## src/rtl/fb_scanout.sv

```systemverilog
// Frame-buffer scanout: 640x480@60 VGA timing over a pixel-doubled 320x240 RGB444 buffer.
// Owns the double-buffer select and swaps displayed/drawn buffers at the start of vblank.
module fb_scanout #(
  parameter int FB_W     = 320,
  parameter int FB_H     = 240,
  parameter int H_ACT    = 640,
  parameter int H_FP     = 16,
  parameter int H_SYNC   = 96,
  parameter int H_BP     = 48,
  parameter int V_ACT    = 480,
  parameter int V_FP     = 10,
  parameter int V_SYNC   = 2,
  parameter int V_BP     = 33,
  parameter int SYNC_POL = 0
) (
  input  logic        i_clk,
  input  logic        i_rst,
  output logic [16:0] o_fb_addr,
  output logic        o_fb_sel,
  input  logic [11:0] i_fb_data,
  input  logic        i_swap_req,
  output logic        o_swap_ack,
  output logic        o_hsync,
  output logic        o_vsync,
  output logic [3:0]  o_vga_r,
  output logic [3:0]  o_vga_g,
  output logic [3:0]  o_vga_b,
  output logic        o_vblank
);

  localparam int H_TOT = H_ACT + H_FP + H_SYNC + H_BP;
  localparam int V_TOT = V_ACT + V_FP + V_SYNC + V_BP;
  localparam int HW    = $clog2(H_TOT);
  localparam int VW    = $clog2(V_TOT);
  // Row base stops advancing on the last displayed line pair, and never past the stored rows.
  localparam int V_ROW_END = ((V_ACT < 2 * FB_H) ? V_ACT : 2 * FB_H) - 1;

  localparam logic [HW-1:0] H_ACT_C   = HW'(H_ACT);
  localparam logic [HW-1:0] H_LAST_C  = HW'(H_TOT - 1);
  localparam logic [HW-1:0] HS_BEG_C  = HW'(H_ACT + H_FP);
  localparam logic [HW-1:0] HS_END_C  = HW'(H_ACT + H_FP + H_SYNC);
  localparam logic [VW-1:0] V_ACT_C   = VW'(V_ACT);
  localparam logic [VW-1:0] V_LAST_C  = VW'(V_TOT - 1);
  localparam logic [VW-1:0] VS_BEG_C  = VW'(V_ACT + V_FP);
  localparam logic [VW-1:0] VS_END_C  = VW'(V_ACT + V_FP + V_SYNC);
  localparam logic [VW-1:0] V_ROW_C   = VW'(V_ROW_END);
  localparam logic [16:0]   FB_W_C    = 17'(FB_W);
  localparam logic          SYNC_ACT  = (SYNC_POL != 0);

  logic [HW-1:0] h_cnt;
  logic [VW-1:0] v_cnt;
  logic [16:0]   row_base;
  logic          swap_pend;
  logic          act_d;
  logic          hs_d;
  logic          vs_d;

  logic h_last, v_last, active, hs_act, vs_act, swap_pt;

  always_comb begin
    h_last  = (h_cnt == H_LAST_C);
    v_last  = (v_cnt == V_LAST_C);
    active  = (h_cnt < H_ACT_C) && (v_cnt < V_ACT_C);
    hs_act  = (h_cnt >= HS_BEG_C) && (h_cnt < HS_END_C);
    vs_act  = (v_cnt >= VS_BEG_C) && (v_cnt < VS_END_C);
    swap_pt = (h_cnt == '0) && (v_cnt == V_ACT_C);
  end

  assign o_vblank = (v_cnt >= V_ACT_C);

  always_ff @(posedge i_clk) begin
    if (i_rst) begin
      h_cnt      <= '0;
      v_cnt      <= '0;
      row_base   <= '0;
      o_fb_addr  <= '0;
      o_fb_sel   <= 1'b0;
      swap_pend  <= 1'b0;
      o_swap_ack <= 1'b0;
      act_d      <= 1'b0;
      hs_d       <= 1'b0;
      vs_d       <= 1'b0;
      o_vga_r    <= '0;
      o_vga_g    <= '0;
      o_vga_b    <= '0;
      o_hsync    <= ~SYNC_ACT;
      o_vsync    <= ~SYNC_ACT;
    end else begin
      if (h_last) begin
        h_cnt <= '0;
        v_cnt <= v_last ? '0 : v_cnt + 1'b1;
        if (v_last)
          row_base <= '0;
        else if (v_cnt[0] && (v_cnt < V_ROW_C))
          row_base <= row_base + FB_W_C;
      end else begin
        h_cnt <= h_cnt + 1'b1;
      end

      // Stage 1: address and aligned control flags.
      if (active)
        o_fb_addr <= row_base + 17'(h_cnt >> 1);
      act_d <= active;
      hs_d  <= hs_act;
      vs_d  <= vs_act;

      // Stage 2: colour capture and sync outputs.
      {o_vga_r, o_vga_g, o_vga_b} <= act_d ? i_fb_data : 12'h000;
      o_hsync <= hs_d ? SYNC_ACT : ~SYNC_ACT;
      o_vsync <= vs_d ? SYNC_ACT : ~SYNC_ACT;

      // A request arriving on the swap clock itself is folded into that swap.
      o_swap_ack <= 1'b0;
      if (swap_pt && (swap_pend || i_swap_req)) begin
        o_fb_sel   <= ~o_fb_sel;
        swap_pend  <= 1'b0;
        o_swap_ack <= 1'b1;
      end else if (i_swap_req) begin
        swap_pend <= 1'b1;
      end
    end
  end

endmodule

```

## config.mk

```make
export PLATFORM = sky130hd
export DESIGN_NAME = fb_scanout
export DESIGN_NICKNAME = d
export VERILOG_FILES = /design/src/rtl/fb_scanout.sv
export SDC_FILE = /design/constraint.sdc
export NUM_CORES = 1
export LEC_CHECK = 0
export CAP_MARGIN = 30
export CELL_PAD_IN_SITES_DETAIL_PLACEMENT = 2
export CELL_PAD_IN_SITES_GLOBAL_PLACEMENT = 2
export CORE_MARGIN = 5
export CORE_UTILIZATION = 34
export CTS_BUF_LIST = sky130_fd_sc_hd__clkbuf_4 sky130_fd_sc_hd__clkbuf_8 sky130_fd_sc_hd__clkbuf_16
export CTS_CLUSTER_DIAMETER = 200
export DETAILED_ROUTE_END_ITERATION = 8
export HOLD_SLACK_MARGIN = 0.1
export PLACE_DENSITY_LB_ADDON = 0.12
export SLEW_MARGIN = 20
export SYNTH_ARGS = -nofsm -noshare
export SYNTH_HDL_FRONTEND = slang
export SYNTH_SLANG_ARGS = --single-unit
```

## constraint.sdc

```tcl
create_clock -name i_clk -period 5.81 [get_ports i_clk]
set_clock_uncertainty 0.05 [all_clocks]
set_input_delay 1.162 -clock i_clk [delete_from_list [all_inputs] [get_ports i_clk]]
set_output_delay 1.162 -clock i_clk [all_outputs]
set_load 0.005 [all_outputs]
```

Word level (Yosys, flattened, before mapping)

Cells that the tools add are included.
W data, S select, Z words.

Register bits after elaboration: 74
Latch bits: 0
RAM bits: 0
Bits in read-only memories: 0
Bits of input ports: 15
Output and inout bits: 34
Word-level logic and storage cells: 51
Memories kept: 0

Add/sub/neg operators: 4
$mul: 0
Div/mod/pow operators: 0
$lt $le $gt $ge: 8
Eq/ne operators: 3
Shift-type cells: 0
Multiplexer cells: 6
Bitwise logic cells: 2
Reduce and logical (&&, ||, !) cells: 13

Operators by type and width:

| operator                | number |
|---|---|
| $mux W17                | 2 |
| $lt A10 B9 Y1 const B   | 3 |
| $add A10 B1 Y10 const B | 2 |
| $eq A10 B10 Y1 const B  | 2 |
| $ge A10 B9 Y1 const B   | 2 |
| $lt A10 B10 Y1 const B  | 2 |
| $add A17 B9 Y17         | 1 |
| $add A17 B9 Y17 const B | 1 |
| $eq A10 B9 Y1 const B   | 1 |
| $ge A10 B10 Y1 const B  | 1 |
| $logic_not A10 Y1       | 1 |
| $mux W10                | 1 |
| $logic_and A1 B1 Y1     | 6 |
| $reduce_or A2 Y1        | 3 |
| $mux W1                 | 3 |
| $not A1 Y1              | 2 |
| $reduce_and A2 Y1       | 1 |
| $reduce_bool A2 Y1      | 1 |
| $logic_or A1 B1 Y1      | 1 |

Longest topological paths before layout

Gate-level depths: netlist of the first run.

Word-level depth: 4
Mapped depth: 8
Depth with buffers taken out: 7

Least setup slack after synthesis of the first run

No wires, ideal clock.

Kind: in2reg
Start: input i_rst
End: register row_base[12]
Library setup time: 0.062 ns
Arrival time: 2.132 ns
Data required time: 5.698 ns
Path slack: 3.566 ns
Stages on the path: 4
Buffers on the path: 1
Path through: clkbuf_1 or3_1 or4_1 nand3_1

RTL lines:

| what                   | RTL line | RTL |
|---|---|---|
| start: declaration     | 17       | `input logic i_rst,` |
| end signal: assignment | 95       | `row_base <= row_base + FB_W_C;` |
| end: declaration       | 52       | `logic [16:0] row_base;` |

Final worst setup path of the first run

Start: register v_cnt[5]
End: output o_vblank

Longest elaborated chain between the ends: 1

Ends and longest elaborated chain:

| what                     | RTL line | RTL |
|---|---|---|
| start: declaration       | 51       | `logic [VW-1:0] v_cnt;` |
| start signal: assignment | 91       | `v_cnt <= v_last ? '0 : v_cnt + 1'b1;` |
| $ge A10 B9 Y1            | 69       | `assign o_vblank = (v_cnt >= V_ACT_C);` |
| end: declaration         | 28       | `output logic o_vblank` |

Every way passes these cells.

==> results of run 1 <==
-- cell families (layout without fill, tap and decap cells) --
| logic type | Yosys count | in the layout |
|---|---|---|
| flip-flops | 68 | 68 |
| AO/OA/AOI/OAI | 55 | 55 |
| buffers and inverters | 30 | 79 |
| adder cells (fa/ha/maj) | 9 | 9 |
| XOR/XNOR | 26 | 26 |
| AND/OR/NAND/NOR | 156 | 156 |
-- worst max-delay path by stage --
stage	from	end	slack, ns
global route	v_cnt[5]$_SDFFE_PP0P_	o_vblank	2.75
global placement	i_rst	row_base[14]$_SDFFE_PP0P_	2.94
floorplan	i_rst	row_base[12]$_SDFFE_PP0P_	3.57
CTS	v_cnt[5]$_SDFFE_PP0P_	o_vblank	2.83
finish	v_cnt[5]$_SDFFE_PP0P_	o_vblank	2.85
detailed placement	i_rst	row_base[12]$_SDFFE_PP0P_	2.90
-- routing by layer --
layer | GRT usage [%] | vias to the layer above | share of wire, %
met5 | 0 | - | 0
met2 | 27.78 | 47 | 48
met1 | 21.89 | 1296 | 47
met4 | 5.976 | 0 | 1.4
met3 | 2.909 | 11 | 3.9
li1 | - | 1264 | -
-- where the power goes --
group	internal, uW	leakage, uW	switching (uW)
Combinational	27.0	0.000661	19.1
Clock	188	0.0000965	184
Sequential	476	0.000552	8.88
Total	691	0.00131	212
-- state kept, by name, indices dropped and copies added, names as in the netlist --
| signal | cells |
|---|---|
| hs_d | 1 |
| act_d | 1 |
| h_cnt | 10 |
| o_swap_ack | 1 |
| vs_d | 1 |
| row_base | 11 |
| swap_pend | 1 |
| o_vga_r | 4 |
| o_vga_b | 4 |
| o_vsync | 1 |
| o_fb_sel | 1 |
| o_vga_g | 4 |
| o_hsync | 1 |
| v_cnt | 10 |
| o_fb_addr | 17 |
-- stage by stage --
step | std cells | total power, uW | setup slack (ns)
after floorplan | 344 | 515.0 | 3.566
after global placement | 484 | 540.4 | 2.943
after detailed placement | 484 | 542.7 | 2.896
after CTS | 500 | 916.2 | 2.829
after global routing | 501 | 943.5 | 2.748
final | 501 | 903.3 | 2.849
-- worst max-delay path, cell delays in order (launching register included) --
cell and delay [ns]:
dfxtp_1 0.45, nand4_1 0.28, nand2_1 0.17, clkdlybuf4s50_1 0.51
-- cell usage in the layout, fill, tap and decap left out, types with 2 or more instances in the layout --
cell type | Yosys | layout
inv_1 | 12 | 12
clkbuf_4 | 0 | 2
nor2b_1 | 2 | 2
nand2b_1 | 5 | 5
nand4b_1 | 3 | 3
or3_1 | 5 | 5
nor3b_1 | 3 | 3
o21ai_0 | 12 | 12
or4_1 | 6 | 6
nand2_1 | 34 | 34
a21oi_1 | 26 | 26
dfxtp_1 | 68 | 68
clkbuf_8 | 0 | 11
xor2_1 | 11 | 11
and3_1 | 5 | 5
nor2_1 | 43 | 43
nor4_1 | 3 | 2
nor4_2 | 1 | 2
and2_1 | 13 | 13
nand3_1 | 11 | 11
buf_4 | 0 | 2
a211oi_1 | 9 | 9
nor4b_1 | 2 | 2
clkdlybuf4s50_1 | 0 | 48
nand4_1 | 8 | 8
a21o_1 | 2 | 2
xnor2_1 | 15 | 15
ha_1 | 9 | 9
o211ai_1 | 2 | 2
nor3_1 | 9 | 9
-- final cells by class --
type	instances	area [sq um]
clock buffer	13	166.4
clock inverter	3	21.27
fill	966	4845
inverter	12	45.04
multi-input combinational	246	1466
sequential	68	1361
tap	108	135.1
timing repair buffer	51	510.5
==> results.md, run 1 <==
* Outcome: finished, final reports clean
* Area growth syn-to-layout at 26.20%
* Max clock buf depth at 2
* Synth Area in Adders at around 3.8%
* Routability congestion estimate at approximately 0.72
* Chip height at 102.9 um
* Setup bufs post-CTS at 0
* Worst r2r src: h_cnt[1]$_SDFF_PP0_
* Fin area at about 3700 sq um
* Share of cells above drive strength 1 at roughly 5.6%
* Total CTS buffers at 9
* HP Class: reg -> reg
* Synth top area cells: dfxtp_1, nor2_1, xnor2_1
* Cells after Synth at 344
* Min cycle time layout at between 2 and 3 ns
* IR drop worst, VDD at 0.00009791 V
* WL/cell at between 15 and 20 um
* R2R depth at 6
* Synth Area in XOR/XNOR at about 7.8%
* Clk_lat worst skew at 0.34 ns
* Antenna viol nets, final at 0
* Setup crit end kind: output pin
* Fin util at a little over two fifths
* Synth Area in Compound Gates at roughly 11%
* Sink Count at 68
* Post-Synth Simple-Gate Area at a little over a quarter
* # setup viols final at 0
* Initial antenna violation count at 0
* Worst-path fanout max at 8
* Number of port buffers at 48
* # rows at 34
* Hold_sp: hs_d$_SDFF_PP0_
* Hpwl dp at between 6 and 7 mm
* Post-CTS sizing at 0
* Register bit total from synthesis at approximately 70
* Max Slew Vio Count at 0
* TNS Setup at 0 ns
* DR vias/cell at around 5.2
* Top cell type's share of synthesized area at 46.36%
* CTS clk-pin slew, worst paths at approximately 0.080 ns
* Max Clock Freq at around 0.34 GHz
* Unique masters post-synth at 37
* Synth Flop Type: dfxtp_1
* Initial Util at 34.34%
* Post-Synthesis Cell Area at 2937 sq um
* WP data arrival at approximately 1.8 ns
* Ant diodes at 0
* Power Density at approximately 240 nW/um^2
* Mux cell area share after synthesis at 0%
* Post-synth EDFFs at 0
* IO Pins at a little under 50
* Die width at between 100 and 150 um
* Final net count at 412
* Core box area at about 8600 sq um
* # hold bufs at CTS at 0
* Largest family of logic cells by synthesized area: simple AND/OR/NAND/NOR gates
* CTS tree: yes
* WHS at between 0.3 and 0.4 ns
* DRC viols at 0
* Iter 0 DRT Violations at slightly below 70
* DRT Pass-1 Iters at 4
* Max-Cap Viols at 0
* Worst Setup Start Kind: flop
* Synth top cells by count: dfxtp_1, nor2_1, nand2_1
* RSZ-0062 raised after global routing: false
* Setup CP Type: reg -> out
* Remaining Overflow, GRT at 0
* Final Cycle Share at a little over 50%
* Sequential area share after synthesis at a little under half
* Worst Hold Depth at 1
* All-Layer GR Usage at between 15 and 20%
* WHS Endpoint: o_hsync$_SDFF_PP1_
* Yosys top cell by area: dfxtp_1
* Avg Cell Area, Syn at approximately 8.5 sq um
* Worst slew pin tran at a little over 0.8 ns
* Final hold vios at 0
* Drt total wl at ~8.5 mm
* Reg2reg setup slack at 3.12 ns
* Post-synth net total at roughly 370
* CTS root buf: clkbuf_8
* FFs w/ async S/R, synth at 0%
* First-pass GRT wire length at about 14 mm
* Largest net degree at the start of global routing at 45
* Leakage at 0.001309 uW
* H-Tree Level Count at 3
* Die area at about 11000 sq um
* Worst relative slew slack at a little under half
* R2r endpoint: row_base[14]$_SDFFE_PP0P_
* Synth warnings at 0
* Placed Area at around 3500 sq um
* Total vias in the final route at 2618
* Vias in the first global route at 2754
* Worst path required time at 4.60 ns
* Top-count cell post-synth: dfxtp_1
No activity file was read; power rests on OpenSTA's default activity.
==> run 2, diff against run 1 <==
--- a/config.mk
+++ b/config.mk
@@ -9,7 +9,7 @@
 export CELL_PAD_IN_SITES_DETAIL_PLACEMENT = 2
 export CELL_PAD_IN_SITES_GLOBAL_PLACEMENT = 2
 export CORE_MARGIN = 5
-export CORE_UTILIZATION = 34
+export CORE_UTILIZATION = 31
 export CTS_BUF_LIST = sky130_fd_sc_hd__clkbuf_4 sky130_fd_sc_hd__clkbuf_8 sky130_fd_sc_hd__clkbuf_16
 export CTS_CLUSTER_DIAMETER = 200
 export DETAILED_ROUTE_END_ITERATION = 8
==> constraint.sdc (replaced) <==
create_clock -name i_clk -period 2.99 [get_ports i_clk]
set_clock_uncertainty 0.05 [all_clocks]
set_input_delay 0.598 -clock i_clk [delete_from_list [all_inputs] [get_ports i_clk]]
set_output_delay 0.598 -clock i_clk [all_outputs]
set_load 0.005 [all_outputs]
==> run 2 against run 1 <==
Effect of this change:
- via count is 1.5% lower
- sequential power up 94%
- cell count is 5.0% higher
- first-iteration DRC count fell by 45%
- sequential share of layout area fell by 1.1 points
- power is 120% higher
- register-to-register slack worse by 2.5 ns
- critical path depth is the same
- combinational power increased by 95%
- utilization down 2.0 points
- largest power group is now clock
==> results.md, run 2 (synthesis results as in run 1) <==
* CTS tree: yes
* Cell Count, Final, Fillers Out at 526
* Min cycle time layout at approximately 2.4 ns
* Largest registers: o_fb_addr: 17 flops, row_base: 11 flops
* TNS Setup at 0 ns
* Commonest non-fill, non-tap cells in the layout: dfxtp_1, clkdlybuf4s50_1, nor2_1, nand2_1, a21oi_1
* Vias in the first global route at roughly 2700
* Ant diodes at 0
* HP Class: reg -> reg
* Max clock buf depth at 2
* # hold bufs at CTS at 0
* Worst Setup Start Kind: flop
* Post-CTS sizing at 0
* First-pass GRT wire length at 13.65 mm
* Worst relative slew slack at between 60% and 70%
* Routability congestion estimate at between 0.7 and 0.8
* DR vias/cell at slightly below 5
* Hpwl dp at approximately 6.1 mm
* Area growth syn-to-layout at 30.08%
* Crit-path cells: nand4_1, nand2_1, clkdlybuf4s50_1
* Final Cycle Share at just over 80%
* Initial antenna violation count at 0
* Setup CP Type: reg -> out
* IR drop worst, VDD at 0.0002652 V
* Largest stage delay, worst path at a little over 0.5 ns
* All-Layer GR Usage at between 10% and 20%
* RSZ-0062 raised after global routing: false
* Top reg by flops: o_fb_addr
* Worst path required time at ~2.3 ns
* Share of cells above drive strength 1 at around 6.5%
* Chip height at 107.3 um
* WL/cell at roughly 16 um
* Max reg flops at 17
* Drt total wl at 8.313 mm
* # setup viols final at 0
* Worst slew pin tran at 0.5753 ns
* Outcome: finished, final reports clean
* Antenna viol nets, final at 0
* CTS root buf: clkbuf_8
* Final net count at 416
* Placed Cells at between 500 and 600
* Max-Cap Viols at 0
* # rows at 35
* Max Clock Freq at 0.4127 GHz
* Setup crit end kind: output pin
* Iter 0 DRT Violations at 38
* Power Density at a little over 500 nW/um^2
* Number of port buffers at 48
* CTS clk-pin slew, worst paths at about 0.07 ns
* Clk_lat worst skew at about 0.35 ns
* Worst-path fanout max at 8
* Die area at 11520 sq um
* Initial Util at about a third
* WP data arrival at between 1.5 and 2 ns
* H-Tree Level Count at 3
* Fillers at 1029
* Leading cell type in the layout, fill and taps excluded: dfxtp_1
* Slowest-stage cell, CP: clkdlybuf4s50_1
* Largest net degree at the start of global routing at 26
* Sink Count at roughly 70
* R2R depth at 6
* Max Slew Vio Count at 0
* Leakage at 0.001354 uW
* Die width at roughly 110 um
* Core box area at roughly 9000 sq um
* Remaining Overflow, GRT at 0
* Total vias in the final route at 2579
* Worst Hold Depth at 1
* IO Pins at between 40 and 50
* DRT Pass-1 Iters at 4
* Final hold vios at 0
* DRC viols at 0
* Total CTS buffers at 9
* Setup bufs post-CTS at 0
## run 2: path summary, 6_finish.rpt
kind / startpoint / end / slack, ns
worst max-delay path: v_cnt[5]$_SDFFE_PP0P_ / o_vblank / 0.57
worst min-delay path: vs_d$_SDFF_PP0_ / o_vsync$_SDFF_PP1_ / 0.33
worst max register to register: h_cnt[0]$_SDFF_PP0_ / row_base[14]$_SDFFE_PP0P_ / 0.59
worst min register to register: vs_d$_SDFF_PP0_ / o_vsync$_SDFF_PP1_ / 0.33
## run 2: area by class of cell
| type | count | area (sq um) | share of cell area (%) |
|---|---|---|---|
| clock buffer | 10 | 137.6 | 3.603 |
| clock inverter | 6 | 111.4 | 2.915 |
| multi-input combinational | 246 | 1466 | 38.39 |
| sequential | 68 | 1361 | 35.64 |
| timing repair buffer | 55 | 536.8 | 14.05 |
| inverter | 12 | 45.04 | 1.179 |
| tap | 129 | 161.4 | 4.225 |
## run 2: layer usage
layer | up-vias | routed length (um) | GRT usage (%)
met5 | - | 0 | 0
met4 | 0 | 131 | 5.410
met3 | 10 | 251 | 2.879
met2 | 45 | 3927 | 25.29
met1 | 1248 | 4002 | 19.03
li1 | 1276 | - | -
## run 2: critical path, delay by kind of cell, from the launching register on
family                 cells  cell delay, ns
AND/OR/NAND/NOR            2            0.46
buffers and inverters      1            0.51
flip-flops                 1            0.46
## run 2: report_power, final
part / leakage, uW / switching, uW / total [uW] / internal, uW
combinational: 0.000679 / 36.7 / 90.0 / 53.3
clock: 0.000122 / 371 / 948 / 577
sequential: 0.000552 / 16.9 / 942 / 925
## run 2: through the flow
stage                     area (sq um)  worst slack [ns]  hold slack [ns]  total power [uW]  utilization (%)
after floorplan                   2937            0.9024           0.3059              1001                -
after global placement            3560            0.6685           0.3084              1052            38.52
after detailed placement          3560            0.5779           0.3135              1056            38.52
after CTS                         3809            0.5414           0.3328              2014            41.22
after global routing              3820            0.3898           0.3520              2063            41.34
final                             3820            0.5671           0.3282              1980            41.34
